[config.mk]
export PLATFORM = sky130hd
export DESIGN_NAME = argmax_stream_reducer
export DESIGN_NICKNAME = d
export VERILOG_FILES = /design/src/rtl/argmax_stream_reducer.sv
export SDC_FILE = /design/constraint.sdc
export NUM_CORES = 1
export LEC_CHECK = 0
export CAP_MARGIN = 30
export CELL_PAD_IN_SITES_DETAIL_PLACEMENT = 0
export CELL_PAD_IN_SITES_GLOBAL_PLACEMENT = 1
export CORE_MARGIN = 4
export CORE_UTILIZATION = 30
export CTS_BUF_LIST = sky130_fd_sc_hd__clkbuf_2 sky130_fd_sc_hd__clkbuf_4 sky130_fd_sc_hd__clkbuf_8
export CTS_CLUSTER_DIAMETER = 40
export DETAILED_ROUTE_END_ITERATION = 16
export GPL_ROUTABILITY_DRIVEN = 1
export PLACE_DENSITY_LB_ADDON = 0.15
export SETUP_SLACK_MARGIN = 0.2
export SLEW_MARGIN = 20
export SYNTH_ARGS = -nofsm -noshare
export SYNTH_HDL_FRONTEND = slang
export SYNTH_SLANG_ARGS = --single-unit
export TNS_END_PERCENT = 100
[constraint.sdc]
create_clock -name clk -period 2.1 [get_ports clk]
set_input_delay 0.21 -clock clk [delete_from_list [all_inputs] [get_ports clk]]
set_output_delay 0.21 -clock clk [all_outputs]
set_load 0.005 [all_outputs]
[src/rtl/argmax_stream_reducer.sv]
// argmax_stream_reducer
//   Reduces a stream of per-beat (max value, local index) pairs coming out of
//   the combinational max tree into a single global maximum and its flat
//   index {beat_number, local_index}. The reduction length is set per run.
//
// Ports
//   clk        rising-edge clock
//   reset      asynchronous active-low reset
//   start      one-cycle pulse, begins a reduction (honoured only in IDLE)
//   num_beats  beats in this reduction, latched on start; 0 means MAX_BEATS
//   in_valid   beat valid
//   in_ready   high while accumulating
//   in_max     beat maximum value (unsigned)
//   in_idx     beat local index
//   out_valid  result valid, held until out_ready
//   out_ready  consumer ready
//   out_max    global maximum
//   out_idx    global index {beat, local}
//   busy       high while accumulating or holding a result
module argmax_stream_reducer #(
   parameter int DATA_WIDTH = 8,
   parameter int NUM_DATA   = 16,
   parameter int MAX_BEATS  = 64,
   localparam int LIDX_W    = $clog2(NUM_DATA),
   localparam int BEAT_W    = $clog2(MAX_BEATS),
   localparam int GIDX_W    = LIDX_W + BEAT_W
) (
   input  logic                  clk,
   input  logic                  reset,
   input  logic                  start,
   input  logic [BEAT_W-1:0]     num_beats,
   input  logic                  in_valid,
   output logic                  in_ready,
   input  logic [DATA_WIDTH-1:0] in_max,
   input  logic [LIDX_W-1:0]     in_idx,
   output logic                  out_valid,
   input  logic                  out_ready,
   output logic [DATA_WIDTH-1:0] out_max,
   output logic [GIDX_W-1:0]     out_idx,
   output logic                  busy
);

   typedef enum logic [1:0] {
      IDLE  = 2'd0,
      ACCUM = 2'd1,
      DONE  = 2'd2
   } state_t;

   state_t            state;
   logic [BEAT_W-1:0] beat_cnt;
   // Total is one bit wider than the counter so MAX_BEATS is representable.
   logic [BEAT_W:0]   total;
   logic [BEAT_W:0]   total_m1;
   logic              last_beat;

   assign total_m1  = total - 1'b1;
   assign last_beat = ({1'b0, beat_cnt} == total_m1);

   // out_max / out_idx double as the running max / index, so they hold their
   // final value through DONE and into IDLE without extra copies.
   always_ff @(posedge clk or negedge reset) begin
      if (!reset) begin
         state     <= IDLE;
         in_ready  <= 1'b0;
         out_valid <= 1'b0;
         busy      <= 1'b0;
         out_max   <= '0;
         out_idx   <= '0;
         beat_cnt  <= '0;
         total     <= '0;
      end else begin
         case (state)
            IDLE: begin
               if (start) begin
                  total    <= (num_beats == '0) ? (BEAT_W+1)'(MAX_BEATS)
                                                : {1'b0, num_beats};
                  beat_cnt <= '0;
                  state    <= ACCUM;
                  in_ready <= 1'b1;
                  busy     <= 1'b1;
               end
            end
            ACCUM: begin
               if (in_valid) begin
                  // First beat loads unconditionally; later beats need a
                  // strictly larger value so ties keep the earlier beat.
                  if (beat_cnt == '0 || in_max > out_max) begin
                     out_max <= in_max;
                     out_idx <= {beat_cnt, in_idx};
                  end
                  beat_cnt <= beat_cnt + 1'b1;
                  if (last_beat) begin
                     state     <= DONE;
                     in_ready  <= 1'b0;
                     out_valid <= 1'b1;
                  end
               end
            end
            DONE: begin
               if (out_ready) begin
                  state     <= IDLE;
                  out_valid <= 1'b0;
                  busy      <= 1'b0;
               end
            end
            default: begin
               state     <= IDLE;
               in_ready  <= 1'b0;
               out_valid <= 1'b0;
               busy      <= 1'b0;
            end
         endcase
      end
   end

endmodule
* After elaboration in Yosys (flattened, before gate mapping)
Index checks and enable logic that the tools add are counted.
Operators by class: magnitude comparators 1, equal/unequal tests 7, add/subtract/negate cells 2, bitwise logic cells 3, muxes and demuxes 18, reduce and logical (&&, ||, !) cells 12
Operators with widths (count):
- $logic_not A6 Y1 | 2
- $mux W6 | 2
- $pmux W6 S2 | 1
- $reduce_and A4 Y1 | 3
- $pmux W1 S3 | 3
- $reduce_and A3 Y1 | 3
- $gt A8 B8 Y1 | 1
- $mux W2 | 4
- $ne A2 B2 Y1 const B | 4
- $eq A6 B7 Y1 | 1
- $mux W7 | 1
- $sub A7 B1 Y7 const B | 1
- $add A6 B1 Y6 const B | 1
- $mux W1 | 6
- $pmux W2 S3 | 1
- $not A1 Y1 | 3
- $eq A2 B1 Y1 const B | 1
- $eq A2 B2 Y1 const B | 1
- $logic_not A2 Y1 | 1
- $reduce_and A2 Y1 | 1
- $reduce_bool A2 Y1 | 1
- $logic_or A1 B1 Y1 | 1
Storage, ports and cells: input bits 23, output and inout bits 21, logic and storage cells 51, register bits after elaboration 36

* Logic depth before layout (Yosys ltp)
Gate-level depths: netlist of the first run.
depth after elaboration 5, depth in mapped cells 8, mapped depth without buffers 7

* Worst setup path after synthesis of the first run
No wires, ideal clock.
path type flip-flop to flip-flop, start register out_max[1], end register out_idx[0], buffers on the path 1, cell stages (with the launch flop) 9, data arrival time 2013 ps, clock period less this slack 2138 ps, setup slack -38 ps, cell sequence dfrtp_1 inv_1 ha_1 nor2b_1 o211ai_1 a21oi_1 o31ai_4 buf_4 mux2_2
On the way: word-level cells in the longest chain between the ends 3
Ends and longest elaborated chain:
- start: declaration | line 38 | output logic [DATA_WIDTH-1:0] out_max,
- start signal: assignment | line 88 | out_max <= in_max;
- $gt A8 B8 Y1 | line 87 | if (beat_cnt == '0 || in_max > out_max) begin
- $logic_or A1 B1 Y1 | line 87
- $reduce_and A3 Y1 (no line)
- end signal: assignment | line 89 | out_idx <= {beat_cnt, in_idx};
- end: declaration | line 39 | output logic [GIDX_W-1:0] out_idx,
No other way between the ends. A chain may end at the register's enable or synchronous reset.

* Final worst setup path of the first run
start register out_max[5], end register out_max[6]
On the way: word-level cells in the longest chain between the ends 3
Ends and longest elaborated chain (line):
- $gt A8 B8 Y1 | 87
- $logic_or A1 B1 Y1 | 87
- $reduce_and A3 Y1 (no line)
No other way between the ends.

==> results of run 1 <==
==> area by class of cell <==
cell class	count	area (sq um)
flip-flops and latches	36	901
repair buffers	56	546
fillers	552	3260
multi-input cells	112	1010
clock inverters	1	30.0
inverters	16	60.1
clock buffers	7	96.3
well taps	75	93.8
==> flip-flops by register name, summed over array words and instances, names as in the netlist <==
name / flops
busy: 1
out_max: 8
total: 7
state: 2
out_valid: 1
out_idx: 10
in_ready: 1
beat_cnt: 6
==> cell families (layout without fill, tap and decap cells) <==
kind of cell,count (synthesis),in the layout,synth area share
mux,22,22,0.132
fa+ha+maj,11,11,0.0734
buf+inv,21,80,0.0441
compound gates,26,26,0.0988
simple gates,42,42,0.119
flops,36,36,0.481
xor+xnor,11,11,0.0514
==> worst reg2reg max path, cell delays in order (launching register included) <==
cell	delay [ns]
dfrtp_1	0.36
inv_1	0.05
ha_1	0.30
a211oi_2	0.24
o21ai_2	0.10
o31ai_4	0.32
buf_4	0.20
mux2_2	0.33
==> synthesized netlist by cell type, types with 2 or more instances <==
cell	instances
mux2_2	22
xnor2_1	4
a21oi_1	6
nand3_1	3
a22o_2	2
a211oi_1	2
dfrtp_1	36
clkbuf_1	4
xor2_1	7
nand2_1	7
nand4_1	5
nor4_1	2
inv_1	16
o21ai_0	8
nor2b_1	4
and3_1	2
ha_1	11
nor2_1	13
==> power by group through the flow <==
stage	clock network (mW)	logic, mW	registers, mW
finish	0.664	2.17	1.32
detailed placement	0	1.84	1.34
global route	0.717	2.40	1.37
floorplan	0	1.08	1.28
global placement	0	1.80	1.31
CTS	0.687	2.00	1.32
==> per-layer routing <==
metal | track usage | part of all wire | up-vias
li1 | - | - | 709
met1 | 0.156 | 0.46 | 698
met2 | 0.202 | 0.48 | 32
met3 | 0.0388 | 0.045 | 6
met4 | 0.0467 | 0.014 | 0
met5 | 0 | 0 | -
==> timing repair <==
| item | CTS | global route |
|---|---|---|
| pin swaps | 8 | 6 |
| gates resized for setup | 15 | 19 |
| buffers inserted | 2 | 2 |
| endpoints found under the setup margin | 22 | 22 |
| cloned | 1 | 0 |
==> how the worst max path moves through the flow <==
stage          startpoint         end  slack [ns]
6_report       out_max[5]  out_max[6]        0.09
4_1_cts        out_max[1]  out_idx[5]        0.06
5_1_grt        out_max[5]  out_max[2]        0.01
2_1_floorplan  out_max[1]  out_idx[0]       -0.03
3_5_place_dp    in_max[1]  out_idx[2]       -0.25
3_3_place_gp    in_max[5]  out_idx[1]       -0.18
==> impl_results.md, run 1 <==
- Largest net degree at the start of global routing: 37
- Internal power: between 2 and 3 mW
- Share of cells above drive strength 1: 0.268
- CP Data Required Time: approximately 2.3 ns
- Die W: 87.0 um
- Port buffer count: between 40 and 50
- Number of synthesized register bits: 36
- Clk slew on worst S/H paths: 0.08 ns
- Finished Core Util: 0.456
- Seq/Total Area, Yosys: 0.481
- Worst path depth: 7
- Max Freq: 498 MHz
- Worst hold slack: about 0.017 ns
- Clk pwr share: 0.160
- Maxcap violations: 0
- Mapped Avg Cell Area: 11.1 sq um
- Crit path buffers/inverters: 2
- Max-slew violations: 0
- Final Cycle Share: 0.955
- Static leakage: between 1 and 1.5 nW
- Reg-to-reg slack, setup: roughly 0.093 ns
- CTS Sinks: 36
- R2R depth: 7
- PD cells: 1520 nW/um^2
- Final hold violation count: 0
- Worst-Margin Slew: between 0.8 and 0.9 ns
- Io pins: 44
- Antenna Cells: 0
- First-pass GRT wire length: between 7000 and 8000 um
- Vias in the first global route: around 1.6k
- Setup ws final: around 0.093 ns
- Async SR Flop Fraction: 1.00
- CTS Hold Bufs: 0
- Post-DP Area: around 2400 sq um
- Yosys warns: 0
- Die ar.: approximately 7600 sq um
- Tightest Hold Check Type: input pin to async pin
- Status: finished, final reports clean
- Main synth FF type: dfrtp_1
- Mapped Nets: 203
- EDFF count, synth: 0
- Comb pwr share: 0.523
- Leading area contributor after synthesis: dfrtp_1
- Final setup viols: 0
- Final GP Congestion: 0.761
- Commonest non-fill, non-tap cells in the layout: clkdlybuf4s50_1 (41), dfrtp_1 (36), inv_1 (15), nor2_1 (13), mux2_4 (13)
- Worst vdd ir: ~0.00065 V
- Synth top area share: 0.481
- Slew margin rel.: 0.456
- Critical path fanouts, max: 5
- Reg power frac: 0.318
- Initial DRC Count: 52
- Synthesized instance count: around 170
- Final setup TNS: 0 ns
- Syn-to-layout area delta: 45.9%
- RSZ-0062 raised after global routing: yes
- Maximum root-to-sink buffer count: 2
- Slowest stage delay, CP: between 0.3 and 0.4 ns
- Synth Cell Area: ~1900 sq um
- Remaining antenna violation count: 0
- Root buffer cell: clkbuf_8
- NumNets Final: ~260
- Clk_lat worst skew: roughly 0.29 ns
- Vias: roughly 1.4k
- Delay-heaviest family, CP: compound AO/OA/AOI/OAI gates
- Die height: between 80 and 90 um
- DRC viols: 0
- Most common cell after layout, fill and taps aside: clkdlybuf4s50_1
- Vias per cell: 4.77
- Core Area: 5990 sq um
- Inst Count DP: 290
- Critical Path Source Type: register
- R2r startpoint: out_max[5]
- Area contributors post-synth: dfrtp_1 (48%), mux2_2 (13%), ha_1 (7.3%)
- Yosys cell types: 33
- DR WL/cell: 14.7 um
- Worst-case clock skew: ~0.0078 ns
- Starting density of the core: 0.313
- Total power draw: roughly 4.2 mW
- Total iterations of the first detailed-routing run: 5
- CTS H-tree lvls: 2
- Num rows: 28
- Total CTS buffers: 5
- Non-filler instance count after layout: between 300 and 400
- CTS tree: yes
- Final instance area: roughly 2700 sq um
- Net switching power: 1.39 mW
- Critical Path AT: about 2.2 ns
- Sw Share: 0.334
- All-Layer GR Usage: 0.125
- WL final: 4460 um
- Critical Path Slowest Stage Cell: dfrtp_1
- CP Cell Sequence: inv_1 > ha_1 > a211oi_2 > o21ai_2 > o31ai_4 > buf_4 > mux2_2
- Critical Path End Type: register
- FF-to-FF End: out_max[6]
- Tmin final: roughly 2 ns
- WS Path Type: register to register
- Grt ovf: 0
- Pre-CTS setup slack: -0.249 ns
- Antenna violations before repair: 0
- Post-detail-place hpwl: around 3300 um
Note: power is estimated with default switching activity, not from simulation.
==> run 2, diff against run 1 <==
==> constraint.sdc (replaced) <==
create_clock -name clk -period 2.5 [get_ports clk]
set_input_delay 0.25 -clock clk [delete_from_list [all_inputs] [get_ports clk]]
set_output_delay 0.25 -clock clk [all_outputs]
set_load 0.005 [all_outputs]
==> run 2 against run 1 <==
  * Wire length is 5.9% lower
  * Global-route usage decreased by 0.48 points
  * Sequential power is 15% lower
==> impl_results.md, run 2 (synthesized netlist as in run 1, its figures left out) <==
- Status: finished, final reports clean
- FF-to-FF End: state[0]
- R2r startpoint: total[0]
- Tightest Hold Check Type: input pin to async pin
- PD cells: roughly 1300 nW/um^2
- Commonest non-fill, non-tap cells in the layout: clkdlybuf4s50_1 (42), dfrtp_1 (36), mux2_2 (22), inv_1 (16), nor2_1 (13)
- Crit. Startpoint: total[0]
- CP Data Required Time: roughly 2.7 ns
- Slew margin rel.: 0.686
- Worst vdd ir: a little over 0.0005 V
- Tmin final: around 2 ns
- Inst Count DP: about 290
- Worst hold slack: between 0.3 and 0.4 ns
- Final setup TNS: 0 ns
- Non-filler instance count after layout: 295
- R2R depth: 7
- First-pass GRT wire length: roughly 7000 um
- Initial DRC Count: 31
- Antenna Cells: 0
- Final Cycle Share: 0.819
- Reg-to-reg slack, setup: 0.45 ns
- Grt ovf: 0
- Die ar.: about 7600 sq um
- Number of flip-flops in the largest register: 10
- Internal power: 2.23 mW
- Comb pwr share: 0.439
- Final setup viols: 0
- Max Freq: 489 MHz
- Reg power frac: 0.341
- Total CTS buffers: 5
- Pre-CTS setup slack: between 0.15 and 0.2 ns
- Total iterations of the first detailed-routing run: 4
- CTS Sinks: 36
- CTS H-tree lvls: 2
- Starting density of the core: 0.313
- Clk_lat worst skew: 0.29 ns
- Final instance area: 2580 sq um
- Most common cell after layout, fill and taps aside: clkdlybuf4s50_1
- Sw Share: 0.323
- Post-detail-place hpwl: between 3000 and 4000 um
- Remaining antenna violation count: 0
- Die W: about 87 um
- Layout fillers: between 500 and 600
- Final hold violation count: 0
- Net switching power: approximately 1.1 mW
- Setup bufs post-CTS: 0
- DR WL/cell: approximately 14 um
- Critical Path AT: approximately 2.2 ns
- Final GP Congestion: roughly 0.77
- Slowest stage delay, CP: 0.45 ns
- Biggest registers after layout: out_idx: 10 flops, out_max: 8 flops, total: 7 flops
- Largest net degree at the start of global routing: 37
- CP Cell Sequence: inv_1 > ha_1 > nor3b_1 > xnor2_1 > o311ai_0 > nor4_2 > a311oi_1
- Share of cells above drive strength 1: 0.191
- Worst-Margin Slew: 0.467 ns
- Port buffer count: 43
- Setup crit end: state[0]
- WS Path Type: register to register
- Post-CTS sizing: 0
- Syn-to-layout area delta: 37.8%
- Root buffer cell: clkbuf_8
- Worst-case clock skew: between 0.009 and 0.01 ns
- All-Layer GR Usage: 0.120
- CTS Hold Bufs: 0
- NumNets Final: 253
- Setup ws final: around 0.45 ns
- WL final: roughly 4200 um
- Total power draw: between 3 and 4 mW
- Static leakage: between 1 and 1.5 nW
- Clk pwr share: 0.220
- Max-slew violations: 0
- Critical path fanouts, max: 5
- CTS tree: yes
- Io pins: between 40 and 50
- Vias: 1405
- Critical Path End Type: register
- Vias per cell: 4.76
- Antenna violations before repair: 0
- Core Area: approximately 6000 sq um
- Maxcap violations: 0
- Vias in the first global route: roughly 1.5k
- Critical Path Source Type: register
- Clk slew on worst S/H paths: 0.08 ns
- Num rows: 28
- DRC viols: 0
- Post-DP Area: roughly 2400 sq um
- Finished Core Util: 0.431
- RSZ-0062 raised after global routing: no
- Maximum root-to-sink buffer count: 2
- Critical Path Slowest Stage Cell: nor4_2
- Largest Register: out_idx
- Die height: approximately 87 um
## run 2: cell types whose count changed in the layout (fill, tap and decap cells not counted), sizes merged
cell and delta:
clkbuf -2, dlygate4sd3 +1, clkdlybuf4s50 +1, bufinv +2, buf -9, dlymetal6s2s -1
## run 2: layout make-up
class / count / area (sq um) / area share
Clock inverter: 3 / 90.1 / 0.0349
Tap cell: 75 / 93.8 / 0.0363
Clock buffer: 5 / 68.8 / 0.0266
Multi-Input combinational cell: 112 / 891 / 0.345
Inverter: 16 / 60.1 / 0.0233
Timing Repair Buffer: 48 / 478 / 0.185
Sequential cell: 36 / 901 / 0.349
## run 2: layer usage
metal  part of all wire  vias up  routed length (um)  global-route usage
met2               0.47       26                1990               0.190
met5                  0        -                   0                   0
met4              0.015        0                  65              0.0425
met3              0.049        7                 206              0.0426
met1               0.46      681                1930               0.151
li1                   -      691                   -                   -
## run 2: critical path, delay by kind of cell, from the launching register on
| family | cells | cell delay (ns) |
|---|---|---|
| AO/OA/AOI/OAI | 2 | 0.33 |
| buffers and inverters | 1 | 0.09 |
| flip-flops | 1 | 0.43 |
| AND/OR/NAND/NOR | 2 | 0.70 |
| adder cells (fa/ha/maj) | 1 | 0.22 |
| XOR/XNOR | 1 | 0.15 |
## run 2: worst min-delay path by stage
| stage | from | end | slack (ns) |
|---|---|---|---|
| floorplan | reset | beat_cnt[0] | -0.05 |
| global placement | reset | total[6] | 0.39 |
| detailed placement | reset | state[1] | 0.41 |
| CTS | reset | state[1] | 0.08 |
| global route | reset | state[1] | 0.38 |
| finish | reset | state[1] | 0.36 |
## run 2: power by group through the flow
stage	Combinational (mW)	Sequential (mW)	Clock (mW)
2_1_floorplan	0.901	1.07	0
3_3_place_gp	1.43	1.13	0
3_5_place_dp	1.46	1.13	0
4_1_cts	1.47	1.13	0.747
5_1_grt	1.61	1.17	0.774
6_report	1.44	1.12	0.723
==> run 3, diff against run 2 <==
==> constraint.sdc (replaced) <==
create_clock -name clk -period 1.75 [get_ports clk]
set_input_delay 0.175 -clock clk [delete_from_list [all_inputs] [get_ports clk]]
set_output_delay 0.175 -clock clk [all_outputs]
set_load 0.005 [all_outputs]
==> run 3 against run 2 <==
  * The flow now finishes with violations (setup timing)
  * Flip-flop and latch count stayed put
  * Utilization is 6.2 points higher
  * Critical path type unchanged
  * First-iteration DRC count is 100% higher
  * Worst setup slack worse by 0.75 ns
  * Die area stayed put
  * Critical path depth stayed put
  * Wire length is 17% higher
==> impl_results.md, run 3 (synthesized netlist as in run 1, its figures left out) <==
- RSZ-0062 raised after global routing: yes
- Largest net degree at the start of global routing: 37
- Core Area: between 5000 and 6000 sq um
- Pre-CTS setup slack: -0.576 ns
- GR peak layer: met2
- Final setup viols: 22
- Most common cell after layout, fill and taps aside: clkdlybuf4s50_1
- DRC viols: 0
- Final GP Congestion: about 0.80
- Max Freq: slightly below 500 MHz
- Io pins: 44
- Root buffer cell: clkbuf_8
- Total iterations of the first detailed-routing run: 4
- CTS tree: yes
- CTS Sinks: 36
- Comb pwr share: 0.595
- CP Cell Sequence: inv_1 > ha_1 > a211oi_2 > o21ai_1 > o31ai_4 > buf_6 > mux2_4
- Tmin final: a little over 2 ns
- Worst-Margin Slew: around 0.47 ns
- Final instance area: roughly 3000 sq um
- Worst vdd ir: between 0.0007 and 0.0008 V
- Critical Path Slowest Stage Cell: dfrtp_1
- CP Data Required Time: about 1.9 ns
- Clk pwr share: 0.138
- Clk slew on worst S/H paths: approximately 0.080 ns
- Critical path fanouts, max: 8
- DR WL/cell: around 15 um
- Final Cycle Share: 1.17
- Reg power frac: 0.267
- Net switching power: a little under 2 mW
- Static leakage: 1.35 nW
- Vias per cell: roughly 4.8
- Critical Path End Type: register
- Internal power: roughly 3.6 mW
- Remaining antenna violation count: 0
- Die W: between 80 and 90 um
- Vias in the first global route: 1653
- Grt met1 use: 0.168
- Initial DRC Count: 62
- Critical Path Source Type: register
- NumNets Final: between 200 and 300
- Syn-to-layout area delta: 57.5%
- Final hold violation count: 0
- Num rows: 28
- Post-DP Area: 2620 sq um
- Largest Register: out_idx
- Slew margin rel.: 0.689
- Tightest Hold Check Type: input pin to async pin
- Sw Share: 0.348
- Slowest stage delay, CP: between 0.3 and 0.4 ns
- Status: finished with violations
- Die ar.: ~7600 sq um
- Post-detail-place hpwl: roughly 3600 um
- Number of flip-flops in the largest register: 10
- CTS H-tree lvls: 2
- Maxcap violations: 0
- Port buffer count: 43
- Grt ovf: 0
- Grt met2 use: 0.222
- Biggest registers after layout: out_idx: 10 flops, out_max: 8 flops, total: 7 flops
- WL final: roughly 5000 um
- Worst-case clock skew: between 0.007 and 0.008 ns
- Clk_lat worst skew: between 0.2 and 0.3 ns
- Failing checks: setup timing
- Vias: roughly 1.5k
- Critical Path AT: between 2 and 2.5 ns
- Share of cells above drive strength 1: 0.341
- Antenna Cells: 0
- First-pass GRT wire length: around 7900 um
- All-Layer GR Usage: 0.133
- Maximum root-to-sink buffer count: 2
- Commonest non-fill, non-tap cells in the layout: clkdlybuf4s50_1 (42), dfrtp_1 (36), buf_4 (27), mux2_4 (18), inv_1 (13)
- Total CTS buffers: 5
- Starting density of the core: 0.313
- WS Path Type: register to register
- Setup ws final: -0.296 ns
- Antenna violations before repair: 0
- Worst hold slack: ~0.45 ns
- Die height: about 87 um
- Max-slew violations: 0
- PD cells: 1890 nW/um^2
- Met3 Track Usage GR: 0.0360
run 3: metal layers:
metal	wire length [um]	part of all wire
met5	0	0
met4	55	0.011
met3	183	0.037
met2	2490	0.51
met1	2190	0.45
run 3: area by class of cell:
class / count / area [sq um]
Clock buffer: 5 / 68.8
Clock inverter: 3 / 46.3
Tap cell: 75 / 93.8
Sequential cell: 36 / 901
Timing Repair Buffer: 77 / 706
Inverter: 16 / 60.1
Fill cell: 553 / 3040
Multi-Input combinational cell: 112 / 1080
run 3: worst max-delay path, delay by kind of cell (launching register included):
| kind | cells | cell delay, ns |
|---|---|---|
| compound gates | 3 | 0.70 |
| fa+ha+maj | 1 | 0.30 |
| buf+inv | 2 | 0.26 |
| flops | 1 | 0.36 |
| mux | 1 | 0.31 |
run 3: final timing paths:
path                              startpoint          to  slack [ns]  cells after the start
worst max-delay path              out_max[5]  out_idx[1]       -0.30                      7
worst min-delay path                   reset    total[1]        0.45                      3
worst max register to register    out_max[5]  out_idx[1]       -0.30                      7
worst min register to register    out_idx[9]  out_idx[9]        0.52                      1
max in group asynchronous              reset  out_max[5]        0.97                      3
min in group clk                num_beats[1]    total[1]        0.48                      3
run 3: power by group through the flow:
stage	combinational (mW)	clock, mW	sequential, mW
finish	3.33	0.771	1.49
global route	3.61	0.826	1.55
CTS	2.97	0.787	1.47
detailed placement	2.72	0	1.47
global placement	2.65	0	1.45
floorplan	1.35	0	1.54
run 3: per-stage QoR:
| stage | setup TNS [ns] | total power, mW | instances | utilization |
|---|---|---|---|---|
| floorplan | -5.78 | 2.89 | 169 | - |
| global placement | -9.08 | 4.10 | 313 | 0.438 |
| detailed placement | -10.33 | 4.20 | 313 | 0.438 |
| CTS | -5.47 | 5.23 | 322 | 0.470 |
| global route | -7.62 | 5.98 | 324 | 0.493 |
| finish | -5.17 | 5.59 | 324 | 0.493 |
run 3: what timing repair did:
item / in CTS / in global routing
hold endpoints to repair: 36 / 0
pin swaps: 9 / 11
gates resized for setup: 16 / 28
setup buffers: 0 / 2
hold buffers: 1 / 0
endpoints found under the setup margin: 22 / 22
